## src/rtl/neural_net_pkg.sv

```systemverilog
// Shared types and helpers for the neuron memory responder.
package neural_net_pkg;

    typedef enum logic {
        ST_CLEAR = 1'b0,
        ST_READY = 1'b1
    } state_t;

    localparam int WRITE_COUNT_WIDTH = 16;

    // One bit wider than any supported address bus, so base + depth never wraps.
    localparam int WIN_W = 33;

    typedef struct packed {
        logic             inRange;
        logic [WIN_W-1:0] offset;
    } window_t;

    function automatic window_t in_window(input logic [WIN_W-1:0] addr,
                                          input logic [WIN_W-1:0] base,
                                          input logic [WIN_W-1:0] depth);
        window_t r;
        r.inRange = (addr >= base) && (addr < (base + depth));
        r.offset  = addr - base;
        return r;
    endfunction

endpackage

```

## src/rtl/neuron_memory_array.sv

```systemverilog
// Plain synchronous RAM: one write port, one registered read-first read port, no reset.
module neuron_memory_array #(
    parameter int DATA_W = 8,
    parameter int DEPTH  = 256,
    parameter int IDX_W  = 8
) (
    input  logic              clk_i,
    input  logic              wrEn_i,
    input  logic [IDX_W-1:0]  wrAddr_i,
    input  logic [DATA_W-1:0] wrData_i,
    input  logic [IDX_W-1:0]  rdAddr_i,
    output logic [DATA_W-1:0] rdData_o
);

    logic [DATA_W-1:0] mem [DEPTH];

    always_ff @(posedge clk_i) begin
        if (wrEn_i) begin
            mem[wrAddr_i] <= wrData_i;
        end
        rdData_o <= mem[rdAddr_i];
    end

endmodule

```

## src/rtl/neuron_memory.sv

```systemverilog
// Neuron memory bus responder: zero-fill after reset, windowed read/write,
// write-first forwarding, sticky write error and saturating write counter.
module neuron_memory
    import neural_net_pkg::*;
#(
    parameter int                           DATA_BUS_WIDTH    = 8,
    parameter int                           ADDRESS_BUS_WIDTH = 16,
    parameter int                           MEMORY_DEPTH      = 256,
    parameter logic [ADDRESS_BUS_WIDTH-1:0] BASE_ADDRESS      = '0
) (
    input  logic                         clk,
    input  logic                         reset,
    input  logic [ADDRESS_BUS_WIDTH-1:0] neuron_read_address,
    input  logic [ADDRESS_BUS_WIDTH-1:0] neuron_write_address,
    input  logic [DATA_BUS_WIDTH-1:0]    neuron_write_data,
    input  logic                         neuron_write_enable,
    input  logic                         error_clear,
    output logic [DATA_BUS_WIDTH-1:0]    neuron_read_data,
    output logic                         read_in_range,
    output logic                         busy,
    output logic                         write_error,
    output logic [WRITE_COUNT_WIDTH-1:0] write_count
);

    localparam int IDX_W = $clog2(MEMORY_DEPTH);

    state_t                       state_q, state_d;
    logic [IDX_W-1:0]             fillIdx_q, fillIdx_d;
    logic                         writeError_q, writeError_d;
    logic [WRITE_COUNT_WIDTH-1:0] writeCount_q, writeCount_d;
    logic                         readInRange_q, readInRange_d;
    logic                         readValid_q, readValid_d;
    logic                         fwdHit_q, fwdHit_d;
    logic [DATA_BUS_WIDTH-1:0]    fwdData_q, fwdData_d;

    window_t                      rdWin, wrWin;
    logic [IDX_W-1:0]             rdIdx, wrIdx;
    logic                         accept, reject;
    logic                         ramWe;
    logic [IDX_W-1:0]             ramWAddr;
    logic [DATA_BUS_WIDTH-1:0]    ramWData;
    logic [DATA_BUS_WIDTH-1:0]    ramRData;
    logic                         unusedOffsetBits;

    assign rdWin = in_window(WIN_W'(neuron_read_address), WIN_W'(BASE_ADDRESS), WIN_W'(MEMORY_DEPTH));
    assign wrWin = in_window(WIN_W'(neuron_write_address), WIN_W'(BASE_ADDRESS), WIN_W'(MEMORY_DEPTH));
    assign rdIdx = rdWin.offset[IDX_W-1:0];
    assign wrIdx = wrWin.offset[IDX_W-1:0];
    assign unusedOffsetBits = ^{rdWin.offset[WIN_W-1:IDX_W], wrWin.offset[WIN_W-1:IDX_W]};

    assign accept = (state_q == ST_READY) && neuron_write_enable && wrWin.inRange;
    assign reject = neuron_write_enable && ((state_q == ST_CLEAR) || !wrWin.inRange);

    always_comb begin
        state_d       = state_q;
        fillIdx_d     = fillIdx_q;
        writeError_d  = writeError_q;
        writeCount_d  = writeCount_q;
        readInRange_d = rdWin.inRange;
        readValid_d   = (state_q == ST_READY) && rdWin.inRange;
        fwdHit_d      = accept && (wrIdx == rdIdx);
        fwdData_d     = neuron_write_data;
        ramWe         = accept;
        ramWAddr      = wrIdx;
        ramWData      = neuron_write_data;

        case (state_q)
            ST_CLEAR: begin
                ramWe     = 1'b1;
                ramWAddr  = fillIdx_q;
                ramWData  = '0;
                fillIdx_d = fillIdx_q + 1'b1;
                if (fillIdx_q == IDX_W'(MEMORY_DEPTH - 1)) begin
                    state_d = ST_READY;
                end
            end
            ST_READY: begin
                state_d = ST_READY;
            end
            default: begin
                state_d = ST_CLEAR;
            end
        endcase

        // A new rejected write beats a simultaneous clear request.
        if (reject) begin
            writeError_d = 1'b1;
        end else if (error_clear) begin
            writeError_d = 1'b0;
        end

        if (accept && (writeCount_q != '1)) begin
            writeCount_d = writeCount_q + 1'b1;
        end
    end

    always_ff @(posedge clk or posedge reset) begin
        if (reset) begin
            state_q       <= ST_CLEAR;
            fillIdx_q     <= '0;
            writeError_q  <= 1'b0;
            writeCount_q  <= '0;
            readInRange_q <= 1'b0;
            readValid_q   <= 1'b0;
            fwdHit_q      <= 1'b0;
            fwdData_q     <= '0;
        end else begin
            state_q       <= state_d;
            fillIdx_q     <= fillIdx_d;
            writeError_q  <= writeError_d;
            writeCount_q  <= writeCount_d;
            readInRange_q <= readInRange_d;
            readValid_q   <= readValid_d;
            fwdHit_q      <= fwdHit_d;
            fwdData_q     <= fwdData_d;
        end
    end

    neuron_memory_array #(
        .DATA_W (DATA_BUS_WIDTH),
        .DEPTH  (MEMORY_DEPTH),
        .IDX_W  (IDX_W)
    ) u_array (
        .clk_i    (clk),
        .wrEn_i   (ramWe),
        .wrAddr_i (ramWAddr),
        .wrData_i (ramWData),
        .rdAddr_i (rdIdx),
        .rdData_o (ramRData)
    );

    // The RAM reads old data on a same-index collision, so the registered write wins here.
    assign neuron_read_data = !readValid_q ? '0 : (fwdHit_q ? fwdData_q : ramRData);
    assign read_in_range    = readInRange_q;
    assign busy             = (state_q == ST_CLEAR);
    assign write_error      = writeError_q;
    assign write_count      = writeCount_q;

endmodule

```

## config.mk

```make
export PLATFORM = sky130hd
export DESIGN_NAME = neuron_memory
export DESIGN_NICKNAME = d
export VERILOG_FILES = /design/src/rtl/neural_net_pkg.sv /design/src/rtl/neuron_memory_array.sv /design/src/rtl/neuron_memory.sv
export SDC_FILE = /design/constraint.sdc
export NUM_CORES = 2
export LEC_CHECK = 0
export ABC_AREA = 1
export CAP_MARGIN = 5
export CORE_MARGIN = 5
export CORE_UTILIZATION = 45
export CTS_CLUSTER_SIZE = 24
export DETAILED_ROUTE_END_ITERATION = 8
export PLACE_DENSITY_LB_ADDON = 0.2
export SLEW_MARGIN = 10
export SYNTH_ARGS = -nofsm -noshare
export SYNTH_HDL_FRONTEND = slang
export SYNTH_SLANG_ARGS = --single-unit
```

## constraint.sdc

```tcl
create_clock -name clk -period 8 [get_ports clk]
set_clock_uncertainty 0.2 [all_clocks]
set_input_delay 1.6 -clock clk [delete_from_list [all_inputs] [get_ports clk]]
set_output_delay 1.6 -clock clk [all_outputs]
set_load 0.1 [all_outputs]
```

==> parameters.txt <==
Parameter                              Value

Clocking
  H-tree depth    4
  Clock tree root driver cell    clkbuf_16
  TritonCTS clock tree    yes
  Resized cells post-CTS    0
  Buffer depth of the longest clock path    3
  # hold bufs at CTS    0
  Sink Count    2,093
  Clock buffers created by TritonCTS    208
  Clock latency at the later pin of the worst-skew pair    0.83 ns
  # Post-CTS Setup Buffers    0
  Clock slew at reported path FFs    0.06 ns

Setup path
  Category of the most critical setup path    in2reg
  Minimum setup slack among reg-to-reg paths    3.77 ns
  Sort of element at the end of the critical path    flip-flop
  Critical-path maximum fanout    16
  Required time of the critical path    8.25 ns
  R2R Path Start    state_q
  Largest delay share family, worst path    simple AND/OR/NAND/NOR gates
  Number of stages on the worst setup path    7
  Highest-delay cell along the critical path    nand2_1
  CP bufs+invs    2
  Critical-path cell list    clkdlybuf4s50_1, or2_0, o21ai_2, inv_2, nor2_1, nand2_1, nor2_1
  FF-to-FF End    u_array.mem[73][3]
  Critical path launch point type    input pin
  Count of cells along the worst register-to-register path    8
  Slowest Stage Delay on Critical Path    0.85 ns
  Data arrival time of the critical path    5.00 ns
  Most used cell along the critical path    nor2_1

Min path
  Capture endpoint of the worst hold path    write_count[7]
  Min-Delay Startpoint    write_count[7]
  WHS Path Cells    1
  Tightest Hold Check Type    reg2reg

Floorplanning
  Effective utilization at floorplan    45.27%
  Chip width    444.9 um
  Total number of placement rows    159
  Area of the placeable core    188,000 sq um
  Top Ports    71
  Total die area    197,900 sq um
  Die height    444.9 um

Synthesis
  Fraction of the yosys area taken by sequential cells    73.54%
  Share of the synthesized area in the top cell type    72.26%
  Post-synthesis net count    7,264
  Cell area after synthesis    85,110 sq um
  Number of synthesis warnings    0
  Library cell occupying the most area in the post-synthesis netlist    edfxtp_1
  Cell count after synthesis    7,218
  Register bit count reported by yosys    2,093
  Number of library cell types mapped by synthesis    33
  Top post-synthesis cells by area    edfxtp_1 72%, nand3_1 12%, nand2_1 9.5%, buf_2 1.7%, nor2_1 1.4%
  Avg Cell Area, Syn    11.79 sq um

Global routing
  Largest net degree at the start of global routing    204
  Via count of the first global-routing pass    53,525
  First-pass GRT wire length    350.9 mm
  GR Overflow Total    0
  Number of antenna violations at the first check in global routing    11
  Total GRT Usage    23.72%

Timing
  Highest clock frequency the design can meet    0.2107 GHz
  Least-Margin Pin Slew    1.206 ns
  Final period utilization    59.31%
  Final setup TNS    0 ns
  Clock period minus worst slack    4.745 ns
  Finish-stage setup viols    0
  Setup repair after global routing missed its margin    no
  Final Hold Vio Count    0
  Rel. slew slack    19.62%
  Setup ws final    3.255 ns
  Total count of max-transition violations in the final report    0

Power
  Switching power of the nets    4889 uW
  Clock share of power    41.9%
  Cell Int Power    17,490 uW
  Part of the total power dissipated in combinational logic    5.1%
  Power density cells    238.2 nW/um^2
  Sequential share of power    53.0%
  Leakage power total    0.03135 uW
  IR drop worst, VDD    0.0001765 V
  Sw frac    21.84%

Place
  IO Port Bufs    70
  RePlAce Congestion    0.8472
  Worst setup timing slack at the placement stage    2.448 ns
  Dpl cells    9,362
  HPWL after detailed placement    133.3 mm
  Standard cell area after detailed placement    87,510 sq um

Finish
  Area Overhead vs Synth    10.43%
  Final layout net count    7,123
  Most common cell after layout, fill and taps aside    nand2_1
  Final design instance area without fill    93,990 sq um
  Most used cells in the layout excluding fill and tap cells    2,151 x nand2_1, 2,048 x edfxtp_1, 2,024 x nand3_1, 320 x nor2_1, 214 x clkbuf_16
  Fraction of layout instances using a drive strength above 1    5.286%
  Layout Utilization    49.99%
  Final Non-Filler Cells    9,745
  Layout filler cell count    16,376

Routing
  Drt wl/cell    24.56 um
  Via count    55,508
  Average via count per standard cell    5.696
  Violation count after the first detailed-route iteration    6,278
  Post-route antenna net violation count    0
  Aggregate routed wire length    239.3 mm
  First-pass iteration count of the detailed router    6
  Count of unresolved DRC violations after routing    0

Run
  Maxcap violations    0

Run status
  Result of the run    finished clean
==> layer usage <==
layer | track usage (%) | part of all wire, %
met1 | 32.64 | 41
met2 | 38.27 | 47
met3 | 4.222 | 8.2
met4 | 8.414 | 3.5
met5 | 0 | 0
==> Yosys cell counts <==
master       n
nor2_2       4
buf_2      296
nor3b_1      1
xor2_1      21
nor2_1     320
buf_4       28
dfxtp_1      8
edfxtp_1  2048
nand3_2      2
or2_0        2
inv_2        5
o21ai_0     12
xnor2_1      7
ha_1         2
o21ai_1      1
inv_4        1
nand2_2      1
o21ai_4      1
nand3_1   2024
inv_1       59
nor2_4       1
nor3_1       3
dfrtp_1     37
o21ai_2      3
or2_1        2
and3_1       1
nand2_1   2159
clkbuf_1    98
a21oi_1      2
or4_1        2
nand4_1      2
buf_1       62
nor4_1       3
==> per-stage QoR <==
step	hold WS, ns	power [uW]
CTS	0.3004	22490
global placement	0.2795	13220
detailed placement	0.2869	13220
global route	0.3076	23090
finish	0.2922	22380
floorplan	0.2721	12860
==> state kept, by name (all words and copies together) (netlist names) <==
name              count
u_array.mem        2048
write_count          16
fillIdx_q             8
fwdData_q             8
u_array.rdData_o      8
fwdHit_q              1
readValid_q           1
read_in_range         1
state_q               1
write_error           1
==> worst reg2reg max path, stage by stage, from the launching register on <==
cell and delay, ns:
dfrtp_1 0.32, buf_4 0.35, inv_2 0.25, or2_0 0.28, o21ai_2 0.10, inv_2 0.06
nor2_1 0.60, nand2_1 0.86, nor2_1 0.84
==> cells by family (layout without fill, tap and decap cells) <==
kind of cell	count (synthesis)	count (layout)	synth area share (%)
flip-flops	2093	2093	73.54
adder cells (fa/ha/maj)	2	2	0.02940
AND/OR/NAND/NOR	4527	4527	23.03
other	0	5	0
XOR/XNOR	28	28	0.2881
AO/OA/AOI/OAI	19	19	0.1382
buffers and inverters	549	576	2.983
==> cell type report <==
cell class / count / area [sq um] / area share [%]
inverter: 65 / 337.8 / 0.3594
clock buffer: 273 / 5607 / 5.965
timing repair buffer: 133 / 1458 / 1.551
clock inverter: 105 / 858.3 / 0.9133
antenna: 5 / 12.51 / 0.01331
multi-input combinational: 4576 / 20010 / 21.29
tap: 2495 / 3122 / 3.322
sequential: 2093 / 62590 / 66.59
==> how the worst max path moves through the flow <==
stage / start / end / slack, ns
after CTS: state_q / busy / 3.20
after detailed placement: neuron_write_address[13] / u_array.mem[35][6] / 2.45
final: neuron_write_address[4] / u_array.mem[73][3] / 3.25
after global routing: neuron_write_address[13] / u_array.mem[35][2] / 3.15
after global placement: neuron_write_address[13] / u_array.mem[83][4] / 2.42
after floorplan: neuron_write_data[0] / u_array.mem[0][0] / 2.62
==> power by group through the flow <==
stage	logic (uW)	clock network (uW)	registers (uW)
floorplan	767	0	12100
global placement	1120	0	12100
detailed placement	1120	0	12100
CTS	1130	9500	11900
global route	1250	9990	11900
finish	1140	9380	11900
Power figures use the tool's default switching activity.
